File: src/rtl/digitally_controlled_oscillator.sv
// Half-period counting clock synthesiser: a HIGH/LOW down-counter square wave
// with a valid/ready one-shot phase correction applied at rising-edge boundaries.

module digitally_controlled_oscillator #(
    parameter int WIDTH    = 8,
    parameter int MIN_HALF = 2
) (
    input  logic             fpga_clk_i,
    input  logic             reset_i,
    input  logic             enable_i,
    input  logic [WIDTH-1:0] half_period_i,
    input  logic [WIDTH-1:0] phase_adj_i,
    input  logic             phase_adj_valid_i,
    output logic             phase_adj_ready_o,
    output logic             generated_o,
    output logic             rise_o,
    output logic [WIDTH-1:0] half_period_o
);

    localparam int EXT_W = WIDTH + 2;
    localparam logic [WIDTH-1:0] MIN_HALF_W = WIDTH'(MIN_HALF);
    localparam logic [WIDTH-1:0] ONE_W      = WIDTH'(1);
    localparam logic signed [EXT_W-1:0] MIN_EXT = $signed({2'b00, MIN_HALF_W});
    localparam logic signed [EXT_W-1:0] MAX_EXT = $signed({2'b00, {WIDTH{1'b1}}});

    typedef enum logic [1:0] {
        ST_IDLE = 2'd0,
        ST_HIGH = 2'd1,
        ST_LOW  = 2'd2
    } state_t;

    // Corrected high length: L + sext(adj) at WIDTH+2 bits, clamped to the legal range.
    function automatic logic [WIDTH-1:0] corrected_high(
        input logic [WIDTH-1:0] l_word,
        input logic [WIDTH-1:0] adj
    );
        logic signed [EXT_W-1:0] sum;
        sum = $signed({2'b00, l_word}) + $signed({{2{adj[WIDTH-1]}}, adj});
        if (sum < MIN_EXT) begin
            corrected_high = MIN_HALF_W;
        end else if (sum > MAX_EXT) begin
            corrected_high = {WIDTH{1'b1}};
        end else begin
            corrected_high = sum[WIDTH-1:0];
        end
    endfunction

    state_t           state_r,     state_s;
    logic [WIDTH-1:0] count_r,     count_s;
    logic             generated_r, generated_s;
    logic             rise_r,      rise_s;
    logic [WIDTH-1:0] half_r,      half_s;
    logic             pending_r,   pending_s;
    logic [WIDTH-1:0] adj_r,       adj_s;
    logic [WIDTH-1:0] l_word_s;
    logic [WIDTH-1:0] h_word_s;
    logic             boundary_s;
    logic             accept_s;

    // Lengths for a period that would start at this edge.
    always_comb begin
        l_word_s = half_period_i;
        h_word_s = half_period_i;
        if (half_period_i < MIN_HALF_W) begin
            l_word_s = MIN_HALF_W;
        end else begin
            l_word_s = half_period_i;
        end
        if (pending_r) begin
            h_word_s = corrected_high(l_word_s, adj_r);
        end else begin
            h_word_s = l_word_s;
        end
    end

    // Phase sequencing. Leaving IDLE passes through a one-cycle LOW so the first
    // rising edge reuses the ordinary end-of-LOW boundary.
    always_comb begin
        state_s     = state_r;
        count_s     = count_r;
        generated_s = generated_r;
        rise_s      = 1'b0;
        half_s      = half_r;
        boundary_s  = 1'b0;
        case (state_r)
            ST_IDLE: begin
                generated_s = 1'b0;
                if (enable_i) begin
                    state_s = ST_LOW;
                    count_s = ONE_W;
                end else begin
                    state_s = ST_IDLE;
                    count_s = '0;
                end
            end
            ST_HIGH: begin
                if (count_r <= ONE_W) begin
                    state_s     = ST_LOW;
                    count_s     = half_r;
                    generated_s = 1'b0;
                end else begin
                    count_s = count_r - ONE_W;
                end
            end
            ST_LOW: begin
                if (count_r > ONE_W) begin
                    count_s = count_r - ONE_W;
                end else if (enable_i) begin
                    boundary_s  = 1'b1;
                    state_s     = ST_HIGH;
                    count_s     = h_word_s;
                    generated_s = 1'b1;
                    rise_s      = 1'b1;
                    half_s      = l_word_s;
                end else begin
                    state_s     = ST_IDLE;
                    count_s     = '0;
                    generated_s = 1'b0;
                end
            end
            default: begin
                state_s     = ST_IDLE;
                count_s     = '0;
                generated_s = 1'b0;
            end
        endcase
    end

    // Correction slot: a boundary consumes with the old flag, so a same-edge accept waits a period.
    always_comb begin
        accept_s  = phase_adj_valid_i & ~pending_r;
        pending_s = pending_r;
        adj_s     = adj_r;
        if (accept_s) begin
            pending_s = 1'b1;
            adj_s     = phase_adj_i;
        end else if (boundary_s) begin
            pending_s = 1'b0;
        end else begin
            pending_s = pending_r;
        end
    end

    // State, counter and registered outputs.
    always_ff @(posedge fpga_clk_i or negedge reset_i) begin
        if (!reset_i) begin
            state_r     <= ST_IDLE;
            count_r     <= '0;
            generated_r <= 1'b0;
            rise_r      <= 1'b0;
            half_r      <= MIN_HALF_W;
            pending_r   <= 1'b0;
            adj_r       <= '0;
        end else begin
            state_r     <= state_s;
            count_r     <= count_s;
            generated_r <= generated_s;
            rise_r      <= rise_s;
            half_r      <= half_s;
            pending_r   <= pending_s;
            adj_r       <= adj_s;
        end
    end

    assign generated_o       = generated_r;
    assign rise_o            = rise_r;
    assign half_period_o     = half_r;
    assign phase_adj_ready_o = ~pending_r;

endmodule

File: config.mk
export PLATFORM = sky130hd
export DESIGN_NAME = digitally_controlled_oscillator
export DESIGN_NICKNAME = d
export VERILOG_FILES = /design/src/rtl/digitally_controlled_oscillator.sv
export SDC_FILE = /design/constraint.sdc
export NUM_CORES = 1
export LEC_CHECK = 0
export CAP_MARGIN = 20
export CORE_MARGIN = 4
export CORE_UTILIZATION = 55
export DETAILED_ROUTE_END_ITERATION = 8
export DONT_BUFFER_PORTS = 1
export MAX_ROUTING_LAYER = met4
export PLACE_DENSITY = 0.68
export SETUP_SLACK_MARGIN = 0.15
export SLEW_MARGIN = 0
export SYNTH_ARGS = -nofsm -noshare
export SYNTH_HDL_FRONTEND = slang
export SYNTH_SLANG_ARGS = --single-unit
File: constraint.sdc
create_clock -name fpga_clk_i -period 4.3 [get_ports fpga_clk_i]
set_input_delay 0.645 -clock fpga_clk_i [delete_from_list [all_inputs] [get_ports fpga_clk_i]]
set_output_delay 0.645 -clock fpga_clk_i [all_outputs]
set_load 0.01 [all_outputs]
## After elaboration in Yosys (flattened, before gate mapping)

Index checks and enable logic that the tools add are counted.

| cells by class | value |
|---|---|
| $add $sub $neg | 2 |
| multiply operators | 0 |
| divide/modulo/power cells | 0 |
| order comparisons | 5 |
| eq/ne operators | 4 |
| shift operators | 0 |
| mux-type cells | 22 |
| bitwise operators | 3 |
| reductions and logical operators | 4 |

Operators with widths:

| cell | number |
|---|---|
| $mux W8 | 7 |
| $pmux W8 S3 | 1 |
| $add A9 B8 Y10 | 1 |
| $gt A10 B9 Y1 const B | 1 |
| $lt A10 B3 Y1 const B | 1 |
| $mux W1 | 9 |
| $gt A8 B1 Y1 const B | 1 |
| $le A8 B1 Y1 const B | 1 |
| $lt A8 B2 Y1 const B | 1 |
| $sub A8 B1 Y8 const B | 1 |
| $mux W2 | 3 |
| $pmux W2 S3 | 1 |
| $ne A2 B2 Y1 const B | 2 |
| $reduce_and A3 Y1 | 1 |
| $eq A2 B1 Y1 const B | 1 |
| $eq A2 B2 Y1 const B | 1 |
| $logic_not A2 Y1 | 1 |
| $not A1 Y1 | 2 |
| $pmux W1 S2 | 1 |
| $reduce_and A2 Y1 | 1 |
| $reduce_bool A2 Y1 | 1 |
| $and A1 B1 Y1 | 1 |

| word-level totals | value |
|---|---|
| bits in registers | 29 |
| latch bits | 0 |
| bits in writable memories | 0 |
| bits in read-only memories | 0 |
| output and inout port bits | 11 |
| logic and storage cells | 47 |
| memories kept | 0 |

## Logic depth before layout (Yosys ltp)

| depth | value |
|---|---|
| word-level depth | 10 |
| depth in mapped cells | 12 |
| depth with buffers taken out | 12 |

## Least setup slack after synthesis

No wires, ideal clock.

| timing | value |
|---|---|
| path kind | in2reg |
| start point | input half_period_i[3] |
| end point | register count_r[1] |
| setup time | 119 ps |
| data arrival time | 2997 ps |
| slack | 1184 ps |
| stages | 12 |
| path through | nor2_1 > nand3_1 > o21a_1 > ha_1 > inv_1 > fa_1 > nand2b_1 > a211oi_1 > o32ai_4 > mux2i_1 > or4_1 > o21a_1 |

| between the ends | value |
|---|---|
| longest elaborated chain between the ends | 10 |
| elaborated cells on any way between the ends | 11 |
| those cells by class | 1 x add/sub; 3 x order compare; 7 x mux |

RTL lines:

| item | line | source |
|---|---|---|
| start, declared | 11 | `input logic [WIDTH-1:0] half_period_i,` |
| $lt A8 B2 Y1 * | 64 | `if (half_period_i < MIN_HALF_W) begin` |
| $mux W8 * | 64 |  |
| net l_word_s[0] | 55 | `logic [WIDTH-1:0] l_word_s;` |
| $add A9 B8 Y10 * | 38 | `sum = $signed({2'b00, l_word}) + $signed({{2{adj[WIDTH-1]}}, adj});` |
| $gt A10 B9 Y1 | 41 | `end else if (sum > MAX_EXT) begin` |
| $mux W8 | 41 |  |
| $mux W8 * | 39 | `if (sum < MIN_EXT) begin` |
| $mux W8 * | 69 | `if (pending_r) begin` |
| $mux W8 * | 108 | `end else if (enable_i) begin` |
| $mux W8 * | 106 | `if (count_r > ONE_W) begin` |
| $pmux W8 S3 * | 85 | `case (state_r)` |
| net count_s[1] | 49 | `logic [WIDTH-1:0] count_r, count_s;` |
| end signal, assigned | 156 | `count_r <= count_s;` |
| end, declared | 49 |  |

Mark *: on every way through the listed nets, which the timed path passes. The rest lies on a longest branch.
A chain may end at the register's enable or synchronous reset.

## Final worst setup path

| timing | value |
|---|---|
| start point | input half_period_i[3] |
| end point | register count_r[2] |

Same word-level chain as after synthesis.

==> results_dict.tcl <==
set metrics [dict create \
    path_cells "nor2_1 -> nand3_1 -> o21a_1 -> ha_1 -> inv_1 -> fa_1 -> nand2b_1 -> a211oi_1 -> nor2_1 -> xnor2_1 -> o41ai_1 -> o211ai_1" \
    ys_seq_area_share_pct 33.8 \
    post_drt_wl_per_cell_um 17.8 \
    clk_pin_slew_ps 100 \
    netSwitchingFraction_pct 45.8 \
    totalWireLength_mm 5.03 \
    ys.warnings.count 0 \
    port_buffers 0 \
    layout.area.seq_um2 702 \
    cellPowerDensity_mw_per_mm2 811 \
    start_kind "input pin" \
    slowest_delay_ps 590 \
    avgSynthCellArea_um2 8.51 \
    arrival_ps 3250 \
    grt_pass1_vias 1718 \
    vias 1709 \
    ys_types 56 \
    setup_violations 0 \
    clock_latency_ps 280 \
    cp_max_fo 3 \
    core_mm2 0.00366 \
    cts_buffers 3 \
    grtUsageTotal_pct 22.9 \
    placementRows 22 \
    grt_max_degree 29 \
    p_leak_nw 0.925 \
    finalPower_mw 1.73 \
    worstMarginPinSlew_ps 785 \
    die_y_um 69.4 \
    place_congestion 0.969 \
    switching_power_uw 794 \
    syn_inst 244 \
    via_per_inst 6.06 \
    io_pins 31 \
    cts_root_buffer "clkbuf_8" \
    skew_ps 4.71 \
    cap_violations 0 \
    cpMostUsedCell "nor2_1" \
    finalCritPeriodShare_pct 72.1 \
    hold_viol 0 \
    drc 0 \
    multi_input_area_mm2 0.00124 \
    synth_seq_cells 28 \
    gr-total-overflow 0 \
    max_freq_mhz 322 \
    cts_max_level 1 \
    rsz0062_at_grt "no" \
    dp_hpwl_mm 3.99 \
    diodes 0 \
    synth_edf_count 0 \
    min_path_type "in2async" \
    netlist_top_cells_count "nand2_1, dfrtp_1, nor2_1" \
    synthesis.area_mm2 0.00208 \
    drt-initial-drc-count 131 \
    area_delta_synth_final_pct 3.01 \
    crit_slowest_cell "o41ai_1" \
    critPathRequiredTime_ps 4450 \
    initial_utilization_pct 56.7 \
    maxSlewHeadroom_pct 47.5 \
    die_x_um 69.4 \
    drive_gt1_share_pct 9.40 \
    final_nets 267 \
    vdd_ir_drop_max_v 0.000370 \
    synth_top_cell_area_share_pct 32.5 \
    final-max-slew-violation-count 0 \
    p_int_uw 939 \
    drtAntennaViolNets 0 \
    p_comb_share_pct 57.3 \
    worst-setup-path-type "in2reg" \
    cts_buffer_depth 2 \
    finalSetupTns_ps 0 \
    cts_setup_buffers 0 \
    die_area_mm2 0.00482 \
    async_reset_ff_share_pct 100 \
    seqPwrFrac_pct 30.5 \
    ctsResizeCount 0 \
    ys.flop_type "dfrtp_1" \
    drtPass1Iterations 4 \
    postCtsHoldBufs 0 \
    grt_pass1_wl_mm 8.63 \
    period_minus_slack_ps 3100 \
    cts_tree "done" \
    antenna_found_initial 0 \
    outcome "finished clean" \
    yosys-top-cells-area "dfrtp_1, nand2_1, ha_1" \
    end_kind "flop" \
    synth_top_area_cell "dfrtp_1" \
    syn_nets 276 \
    clkSinkCount 28 \
    clkPwrFrac_pct 12.2 \
    fillers 332 \
    synth_most_common_cell "nand2_1" \
]
registers in the layout, indices dropped and copies added (netlist names):
register / flops
adj_r: 8
count_r: 8
half_period_o: 8
pending_r: 1
rise_o: 1
state_r: 2
metrics by stage:
step / hold slack [ps] / setup slack (ps) / instance area [µm²] / instances / utilization, %
after floorplan: 349 / 1180 / 2080 / 244 / -
after global placement: 350 / 884 / 2070 / 278 / 56.5
after detailed placement: 350 / 953 / 2070 / 278 / 56.5
after CTS: 42.9 / 1230 / 2140 / 282 / 58.4
after global routing: 28.9 / 1020 / 2140 / 282 / 58.4
final: 43.9 / 1200 / 2140 / 282 / 58.4
power by group through the flow:
stage	clock network [mW]	logic (mW)	registers (mW)
2_1_floorplan	0	0.829	0.490
3_3_place_gp	0	0.982	0.538
3_5_place_dp	0	0.981	0.536
4_1_cts	0.213	0.988	0.531
5_1_grt	0.225	1.11	0.552
6_report	0.212	0.993	0.528
path summary, 6_finish.rpt:
kind | slack [ps] | startpoint | end | depth (start not counted)
max | 1200 | half_period_i[3] | count_r[2]$_DFF_PN0_ | 12
min | 40 | reset_i | adj_r[0]$_DFFE_PN0P_ | 0
max reg2reg | 1490 | adj_r[0]$_DFFE_PN0P_ | count_r[2]$_DFF_PN0_ | 9
min reg2reg | 510 | half_period_o[1]$_DFFE_PN1P_ | half_period_o[1]$_DFFE_PN1P_ | 2
max in group asynchronous | 4080 | reset_i | half_period_o[1]$_DFFE_PN1P_ | 0
min in group fpga_clk_i | 470 | half_period_i[6] | half_period_o[6]$_DFFE_PN0P_ | 2
logic make-up after synthesis:
family	count (synthesis)	synth area share [%]
fa+ha+maj	12	7.59
simple gates	90	21.7
flops	28	33.8
xor+xnor	11	4.64
compound gates	65	21.8
buf+inv	30	6.21
mux	8	4.28
layout by cell type (no fill, tap or decap), types with 2 or more instances in the layout:
cell / synthesis / layout
or3_1: 3 / 3
a21oi_1: 13 / 13
dfrtp_1: 27 / 27
mux2_2: 7 / 7
o21ai_0: 9 / 9
o211ai_1: 2 / 2
clkbuf_8: 0 / 3
a32oi_1: 2 / 2
nand2_1: 37 / 37
nand3_1: 2 / 2
o21ai_1: 8 / 8
nor2b_1: 4 / 4
nor2_1: 21 / 21
o31ai_1: 3 / 3
ha_1: 11 / 11
xor2_1: 5 / 5
a211oi_1: 4 / 4
inv_1: 15 / 15
xnor2_1: 6 / 6
o21a_1: 5 / 5
a31oi_1: 4 / 4
or4_1: 3 / 3
a21o_1: 3 / 3
nor3_1: 6 / 6
final cells by class:
class	instances	share of cell area (%)
Clock buffer	3	1.93
Clock inverter	1	1.40
Inverter	16	2.81
Multi-Input combinational cell	186	58.2
Sequential cell	28	32.8
Tap cell	48	2.81
layer usage:
metal | GRT usage [%] | vias to the layer above | wire, µm
met4 | 5.42 | 0 | 96
met2 | 38.8 | 53 | 2490
li1 | - | 842 | -
met3 | 3.91 | 8 | 221
met1 | 28.5 | 806 | 2220
met5 | - | - | 0
worst max-delay path: cells and delay by family:
kind	cells	cell delay, ps
AOI/OAI and AO/OA	4	1390
xor gates and xnor gates	1	180
and+or+nand+nor	4	400
buffers and inverters	1	50
adders and majority gates	2	580
Note: power is estimated with default switching activity, not from simulation.
